<file path="src/rtl/alu_pkg.sv">
// Shared ALU constants: op_code values, result-mux select codes, encoder state type.
// The ALU result mux uses the same SEL_* constants.
package alu_pkg;

  localparam logic [3:0] OP_AND = 4'b0000;
  localparam logic [3:0] OP_OR  = 4'b0001;
  localparam logic [3:0] OP_ADD = 4'b0010;
  localparam logic [3:0] OP_SLT = 4'b0011;
  localparam logic [3:0] OP_XOR = 4'b0100;

  localparam logic [2:0] SEL_AND = 3'b000;
  localparam logic [2:0] SEL_OR  = 3'b001;
  localparam logic [2:0] SEL_ADD = 3'b010;
  localparam logic [2:0] SEL_SLT = 3'b011;
  localparam logic [2:0] SEL_XOR = 3'b101;

  typedef enum logic [1:0] {
    ST_IDLE = 2'd0,
    ST_EXEC = 2'd1,
    ST_DONE = 2'd2
  } state_t;

endpackage

</file>
<file path="src/rtl/alu_op_encoder_if.sv">
// Op request / result handshake bundle between decode, the encoder and the result consumer.
interface alu_op_encoder_if #(
  parameter int unsigned CNT_W = 16
);
  logic             op_valid;
  logic [3:0]       op_code;
  logic             op_ready;
  logic [2:0]       alu_sel;
  logic             done_valid;
  logic             done_ready;
  logic             illegal_op;
  logic             busy;
  logic [CNT_W-1:0] ops_retired;

  modport master (
    output op_valid, op_code, done_ready,
    input  op_ready, alu_sel, done_valid, illegal_op, busy, ops_retired
  );

  modport slave (
    input  op_valid, op_code, done_ready,
    output op_ready, alu_sel, done_valid, illegal_op, busy, ops_retired
  );
endinterface

</file>
<file path="src/rtl/alu_op_decode.sv">
// Combinational op_code decode: legality, result-mux select and latency class.
module alu_op_decode
  import alu_pkg::*;
(
  input  logic [3:0] op_code,
  output logic       legal,
  output logic [2:0] sel,
  output logic       is_arith
);

  always_comb begin
    legal    = 1'b0;
    sel      = SEL_AND;
    is_arith = 1'b0;
    case (op_code)
      OP_AND: begin legal = 1'b1; sel = SEL_AND; end
      OP_OR:  begin legal = 1'b1; sel = SEL_OR;  end
      OP_ADD: begin legal = 1'b1; sel = SEL_ADD; is_arith = 1'b1; end
      OP_SLT: begin legal = 1'b1; sel = SEL_SLT; is_arith = 1'b1; end
      OP_XOR: begin legal = 1'b1; sel = SEL_XOR; end
      default: ;
    endcase
  end

endmodule

</file>
<file path="src/rtl/alu_op_encoder.sv">
// ALU op encoder: registers the result-mux select, holds it for the class settle time,
// then offers the settled result on a valid/ready handshake and counts retired ops.
module alu_op_encoder
  import alu_pkg::*;
#(
  parameter int unsigned LAT_LOGIC = 1,
  parameter int unsigned LAT_ARITH = 3,
  parameter int unsigned CNT_W     = 16
) (
  input  logic           clk,
  input  logic           reset,
  alu_op_encoder_if.slave bus
);

  localparam int unsigned LAT_MAX = (LAT_LOGIC > LAT_ARITH) ? LAT_LOGIC : LAT_ARITH;
  localparam int unsigned LW      = (LAT_MAX > 1) ? $clog2(LAT_MAX) : 1;
  localparam logic [LW-1:0] LOAD_LOGIC = LW'(LAT_LOGIC - 1);
  localparam logic [LW-1:0] LOAD_ARITH = LW'(LAT_ARITH - 1);

  state_t           state, state_nx;
  logic [LW-1:0]    cnt;
  logic [2:0]       sel_q;
  logic             illegal_q;
  logic [CNT_W-1:0] retired;

  logic             dec_legal;
  logic [2:0]       dec_sel;
  logic             dec_arith;
  logic             ready;
  logic             accept;

  alu_op_decode u_decode (
    .op_code  (bus.op_code),
    .legal    (dec_legal),
    .sel      (dec_sel),
    .is_arith (dec_arith)
  );

  assign accept = bus.op_valid & ready;

  always_ff @(posedge clk or posedge reset) begin
    if (reset) state <= ST_IDLE;
    else        state <= state_nx;
  end

  always_comb begin
    state_nx = state;
    case (state)
      ST_IDLE: if (accept && dec_legal) state_nx = ST_EXEC;
      ST_EXEC: if (cnt == '0)           state_nx = ST_DONE;
      ST_DONE: if (bus.done_ready)      state_nx = ST_IDLE;
      default:                          state_nx = ST_IDLE;
    endcase
  end

  always_comb begin
    ready          = 1'b0;
    bus.done_valid = 1'b0;
    bus.busy       = 1'b1;
    case (state)
      ST_IDLE: begin ready = 1'b1; bus.busy = 1'b0; end
      ST_DONE: bus.done_valid = 1'b1;
      default: ;
    endcase
  end

  // Select only moves on a legal accept; illegal codes leave the mux untouched.
  always_ff @(posedge clk or posedge reset) begin
    if (reset) begin
      sel_q     <= SEL_AND;
      cnt       <= '0;
      illegal_q <= 1'b0;
      retired   <= '0;
    end else begin
      illegal_q <= accept & ~dec_legal;
      case (state)
        ST_IDLE: begin
          if (accept && dec_legal) begin
            sel_q <= dec_sel;
            cnt   <= dec_arith ? LOAD_ARITH : LOAD_LOGIC;
          end
        end
        ST_EXEC: if (cnt != '0) cnt <= cnt - LW'(1);
        ST_DONE: if (bus.done_ready) retired <= retired + CNT_W'(1);
        default: ;
      endcase
    end
  end

  assign bus.op_ready    = ready;
  assign bus.alu_sel     = sel_q;
  assign bus.illegal_op  = illegal_q;
  assign bus.ops_retired = retired;

endmodule
</file>
<file path="src/flat_wrapper.sv">
// flat-port wrapper written by rule: the top's interface ports become plain ports
module alu_op_encoder_flat import alu_pkg::*;
#(
  parameter int unsigned LAT_LOGIC = 1,
  parameter int unsigned LAT_ARITH = 3,
  parameter int unsigned CNT_W     = 16
)
  (clk, reset, bus_op_valid, bus_op_code, bus_done_ready, bus_op_ready, bus_alu_sel, bus_done_valid, bus_illegal_op, bus_busy, bus_ops_retired);
  alu_op_encoder_if #(.CNT_W(CNT_W)) bus_i ();
  input  logic clk;
  input  logic reset;
  input wire logic [$bits(bus_i.op_valid)-1:0] bus_op_valid;
  input wire logic [$bits(bus_i.op_code)-1:0] bus_op_code;
  input wire logic [$bits(bus_i.done_ready)-1:0] bus_done_ready;
  output wire logic [$bits(bus_i.op_ready)-1:0] bus_op_ready;
  output wire logic [$bits(bus_i.alu_sel)-1:0] bus_alu_sel;
  output wire logic [$bits(bus_i.done_valid)-1:0] bus_done_valid;
  output wire logic [$bits(bus_i.illegal_op)-1:0] bus_illegal_op;
  output wire logic [$bits(bus_i.busy)-1:0] bus_busy;
  output wire logic [$bits(bus_i.ops_retired)-1:0] bus_ops_retired;
  assign bus_i.op_valid = bus_op_valid;
  assign bus_i.op_code = bus_op_code;
  assign bus_i.done_ready = bus_done_ready;
  assign bus_op_ready = bus_i.op_ready;
  assign bus_alu_sel = bus_i.alu_sel;
  assign bus_done_valid = bus_i.done_valid;
  assign bus_illegal_op = bus_i.illegal_op;
  assign bus_busy = bus_i.busy;
  assign bus_ops_retired = bus_i.ops_retired;
  alu_op_encoder #(.LAT_LOGIC(LAT_LOGIC), .LAT_ARITH(LAT_ARITH), .CNT_W(CNT_W)) u_core (.clk(clk), .reset(reset), .bus(bus_i));
endmodule
</file>
<file path="config.mk">
export PLATFORM = sky130hd
export DESIGN_NAME = alu_op_encoder_flat
export DESIGN_NICKNAME = d
export VERILOG_FILES = /design/src/rtl/alu_pkg.sv /design/src/rtl/alu_op_encoder_if.sv /design/src/rtl/alu_op_decode.sv /design/src/rtl/alu_op_encoder.sv /design/src/flat_wrapper.sv
export SDC_FILE = /design/constraint.sdc
export NUM_CORES = 1
export LEC_CHECK = 0
export BUFFER_PORTS_ARGS = -buffer_cell sky130_fd_sc_hd__buf_2
export CORE_MARGIN = 3
export CORE_UTILIZATION = 54
export CTS_CLUSTER_DIAMETER = 80
export CTS_CLUSTER_SIZE = 10
export DETAILED_ROUTE_END_ITERATION = 10
export HOLD_SLACK_MARGIN = 0.12
export PLACE_DENSITY = 0.84
export SLEW_MARGIN = 20
export SYNTH_ARGS = -nofsm -noshare
export SYNTH_HDL_FRONTEND = slang
export SYNTH_SLANG_ARGS = --single-unit
</file>
<file path="constraint.sdc">
create_clock -name clk -period 2.3 [get_ports clk]
set_input_delay 0.46 -clock clk [delete_from_list [all_inputs] [get_ports clk]]
set_output_delay 0.46 -clock clk [all_outputs]
set_load 0.01 [all_outputs]
</file>
==> impl_metrics.env <==
export IMPL_cts_resized=0
export IMPL_die_w_um=51.7
export IMPL_via_per_inst=5.24
export IMPL_clk_pin_slew_worst_paths_ns=0.13
export IMPL_rsz0062_at_grt="no"
export IMPL_boundaryPins=31
export IMPL_grt_pass1_vias=845
export IMPL_gr_usage_met1=0.219
export IMPL_yosys_top_cells_area="dfrtp_1 53%, xnor2_1 7.8%, xor2_1 3.9%"
export IMPL_synthToLayoutAreaGrowth_pct=21.4
export IMPL_hold_slack_ns=0.158
export IMPL_synth_top_cell_by_area="dfrtp_1"
export IMPL_grt_pass1_wl_mm=3.82
export IMPL_antenna_found_initial=0
export IMPL_setup_tns_ns=0
export IMPL_grt_max_degree=25
export IMPL_post_synth_top_count_cell="dfrtp_1"
export IMPL_grt_use_total=0.193
export IMPL_std_cell_rows=15
export IMPL_p_per_area_nw_per_um2=979
export IMPL_start_util=0.614
export IMPL_drt_wl_total_mm=2.26
export IMPL_power_leakage_nw=0.771
export IMPL_synth_async_reset_ratio=1.00
export IMPL_fin_skew_ns=0.00196
export IMPL_syn_inst=102
export IMPL_finalPower_mw=1.34
export IMPL_worstSkewPairLatency_ns=0.32
export IMPL_fmax_mhz=603
export IMPL_antennaDiodeCount=0
export IMPL_postRouteAntennaNets=0
export IMPL_reg2reg_slack_ns=0.71
export IMPL_dp_cells=158
export IMPL_n_fill_cell=142
export IMPL_finalSetupViolCount=0
export IMPL_yosysTopAreaCellShare=0.532
export IMPL_portBuffers=30
export IMPL_yosysSeqAreaShare=0.532
export IMPL_worstSetupPathType="register to output pin"
export IMPL_peakVddDrop_mv=0.675
export IMPL_dr_pass1_iters=6
export IMPL_hold_violations=0
export IMPL_die_h_um=51.7
export IMPL_wire_per_inst_um=13.9
export IMPL_synth_ff_type="dfrtp_1"
export IMPL_min_path_type="input pin to asynchronous set/reset pin"
export IMPL_syn_area_um2=1130
export IMPL_numCtsBuffers=3
export IMPL_slew_viol_final=0
export IMPL_status="completed"
export IMPL_tightestPinTransition_ns=0.327
export IMPL_critPathCaptureType="output pin"
export IMPL_synth_nets=112
export IMPL_busiest_layer="met2"
export IMPL_yosys_top_cells_count="24 x dfrtp_1, 10 x inv_1, 10 x xnor2_1"
export IMPL_fin_crit_ns=1.66
export IMPL_drive_gt1_frac=0.321
export IMPL_synth_warnings=0
export IMPL_critPathMaxFanout=6
export IMPL_synth_ff_latch_count=24
export IMPL_fp_coreArea_um2=1840
export IMPL_ctsLongestPathBuffers=2
export IMPL_num_nets_final=148
export IMPL_h_tree_depth=1
export IMPL_gp_congestion=0.827
export IMPL_gr_total_overflow=0
export IMPL_cts_tree="done"
export IMPL_place_ws_ns=0.695
export IMPL_critPathLaunchType="register"
export IMPL_synth_area_per_cell_um2=11.1
export IMPL_met2_usage=0.345
export IMPL_num_vias=849
export IMPL_slew_headroom=0.780
export IMPL_worstPathArrival_ns=1.20
export IMPL_cts_sinks=24
export IMPL_cts_setup_buffers=0
export IMPL_setup_ws_ns=0.641
export IMPL_drt_iter0_drc=18
export IMPL_holdBufCountCts=0
export IMPL_synth_edf_count=0
export IMPL_stdcell_count=162
export IMPL_die_area_um2=2670
export IMPL_hpwlAfterDp_mm=1.71
export IMPL_worstPathRequired_ns=1.84
export IMPL_fin_crit_sh=0.721
export IMPL_use_met3=0.0372
export IMPL_max_cap_violations=0
export IMPL_route_detailed_drc=0
export IMPL_cts_root_buf="clkbuf_4"
export IMPL_synth_cell_type_count=27
## cell families (layout without fill, tap and decap cells)
kind of cell,Yosys count,after routing,synth area share
AO/OA/AOI/OAI,10,10,0.0521
XOR/XNOR,15,15,0.116
adder cells (fa/ha/maj),2,2,0.0222
buffers and inverters,10,45,0.0333
flip-flops,24,24,0.532
multiplexers,3,3,0.0288
AND/OR/NAND/NOR,38,38,0.215
## per-layer routing
metal / up-vias / part of all wire
met5: - / 0
met1: 404 / 0.41
met2: 28 / 0.51
met4: 0 / 0.019
met3: 5 / 0.052
li1: 412 / -
## where the power goes
| group | internal [mW] | leakage [nW] | switching [mW] |
|---|---|---|---|
| Clock | 0.176 | 0.0279 | 0.126 |
| Combinational | 0.196 | 0.424 | 0.237 |
| Sequential | 0.514 | 0.320 | 0.0913 |
## cells in the final DEF (no fill, tap or decap)
cell type  Yosys  layout
o2bb2ai_1      1       1
or4b_1         1       1
nand2_1        9       9
nor2_1         9       9
nand3_2        1       1
a31oi_1        1       1
bufinv_16      0       1
nand4_1        1       1
ha_1           2       2
nand3_1        4       4
buf_2          0      30
nand3b_2       1       1
and3_1         3       3
clkbuf_4       0       3
nor3_1         2       2
nor2_2         1       1
and4_1         1       1
buf_4          0       1
mux2_2         2       2
a21oi_1        6       6
and2b_2        1       1
xor2_1         5       5
nor4_4         2       2
o21ai_0        1       1
inv_1         10      10
or2b_1         1       1
o22a_1         1       1
xnor2_1       10      10
dfrtp_1       24      24
nand4b_2       1       1
mux2i_1        1       1
## final cells by class
| cell class | count | area (um2) | share of cell area |
|---|---|---|---|
| Sequential cell | 24 | 601 | 0.438 |
| Multi-Input combinational cell | 68 | 490 | 0.358 |
| Timing Repair Buffer | 31 | 158 | 0.115 |
| Inverter | 10 | 37.5 | 0.0274 |
| Tap cell | 25 | 31.3 | 0.0228 |
| Clock inverter | 1 | 30.0 | 0.0219 |
| Clock buffer | 3 | 22.5 | 0.0164 |
## flip-flops by register name (all words and copies together) (netlist names)
signal,cells
u_core.bus.alu_sel,3
u_core.cnt,2
u_core.bus.ops_retired,16
u_core.bus.illegal_op,1
u_core.state,2
## final timing paths
path,startpoint,end,cells after the start
max,u_core.state[1],bus_busy,3
min,reset,u_core.bus.ops_retired[11],3
max reg2reg,u_core.state[0],u_core.bus.ops_retired[12],4
min reg2reg,u_core.bus.ops_retired[15],u_core.bus.ops_retired[15],1
max in group asynchronous,reset,u_core.bus.ops_retired[0],3
min in group clk,bus_op_valid,u_core.bus.illegal_op,3
## critical path, cell delays in order (launching register included)
cell and delay, ns:
dfrtp_1 0.47, nor2_1 0.22, inv_1 0.05, buf_2 0.14
## per-stage QoR
stage / utilization / cell area, um2
2_1_floorplan: - / 1130
3_3_place_gp: 0.716 / 1320
3_5_place_dp: 0.716 / 1320
4_1_cts: 0.745 / 1370
5_1_grt: 0.745 / 1370
6_report: 0.745 / 1370
Power figures use the tool's default switching activity.
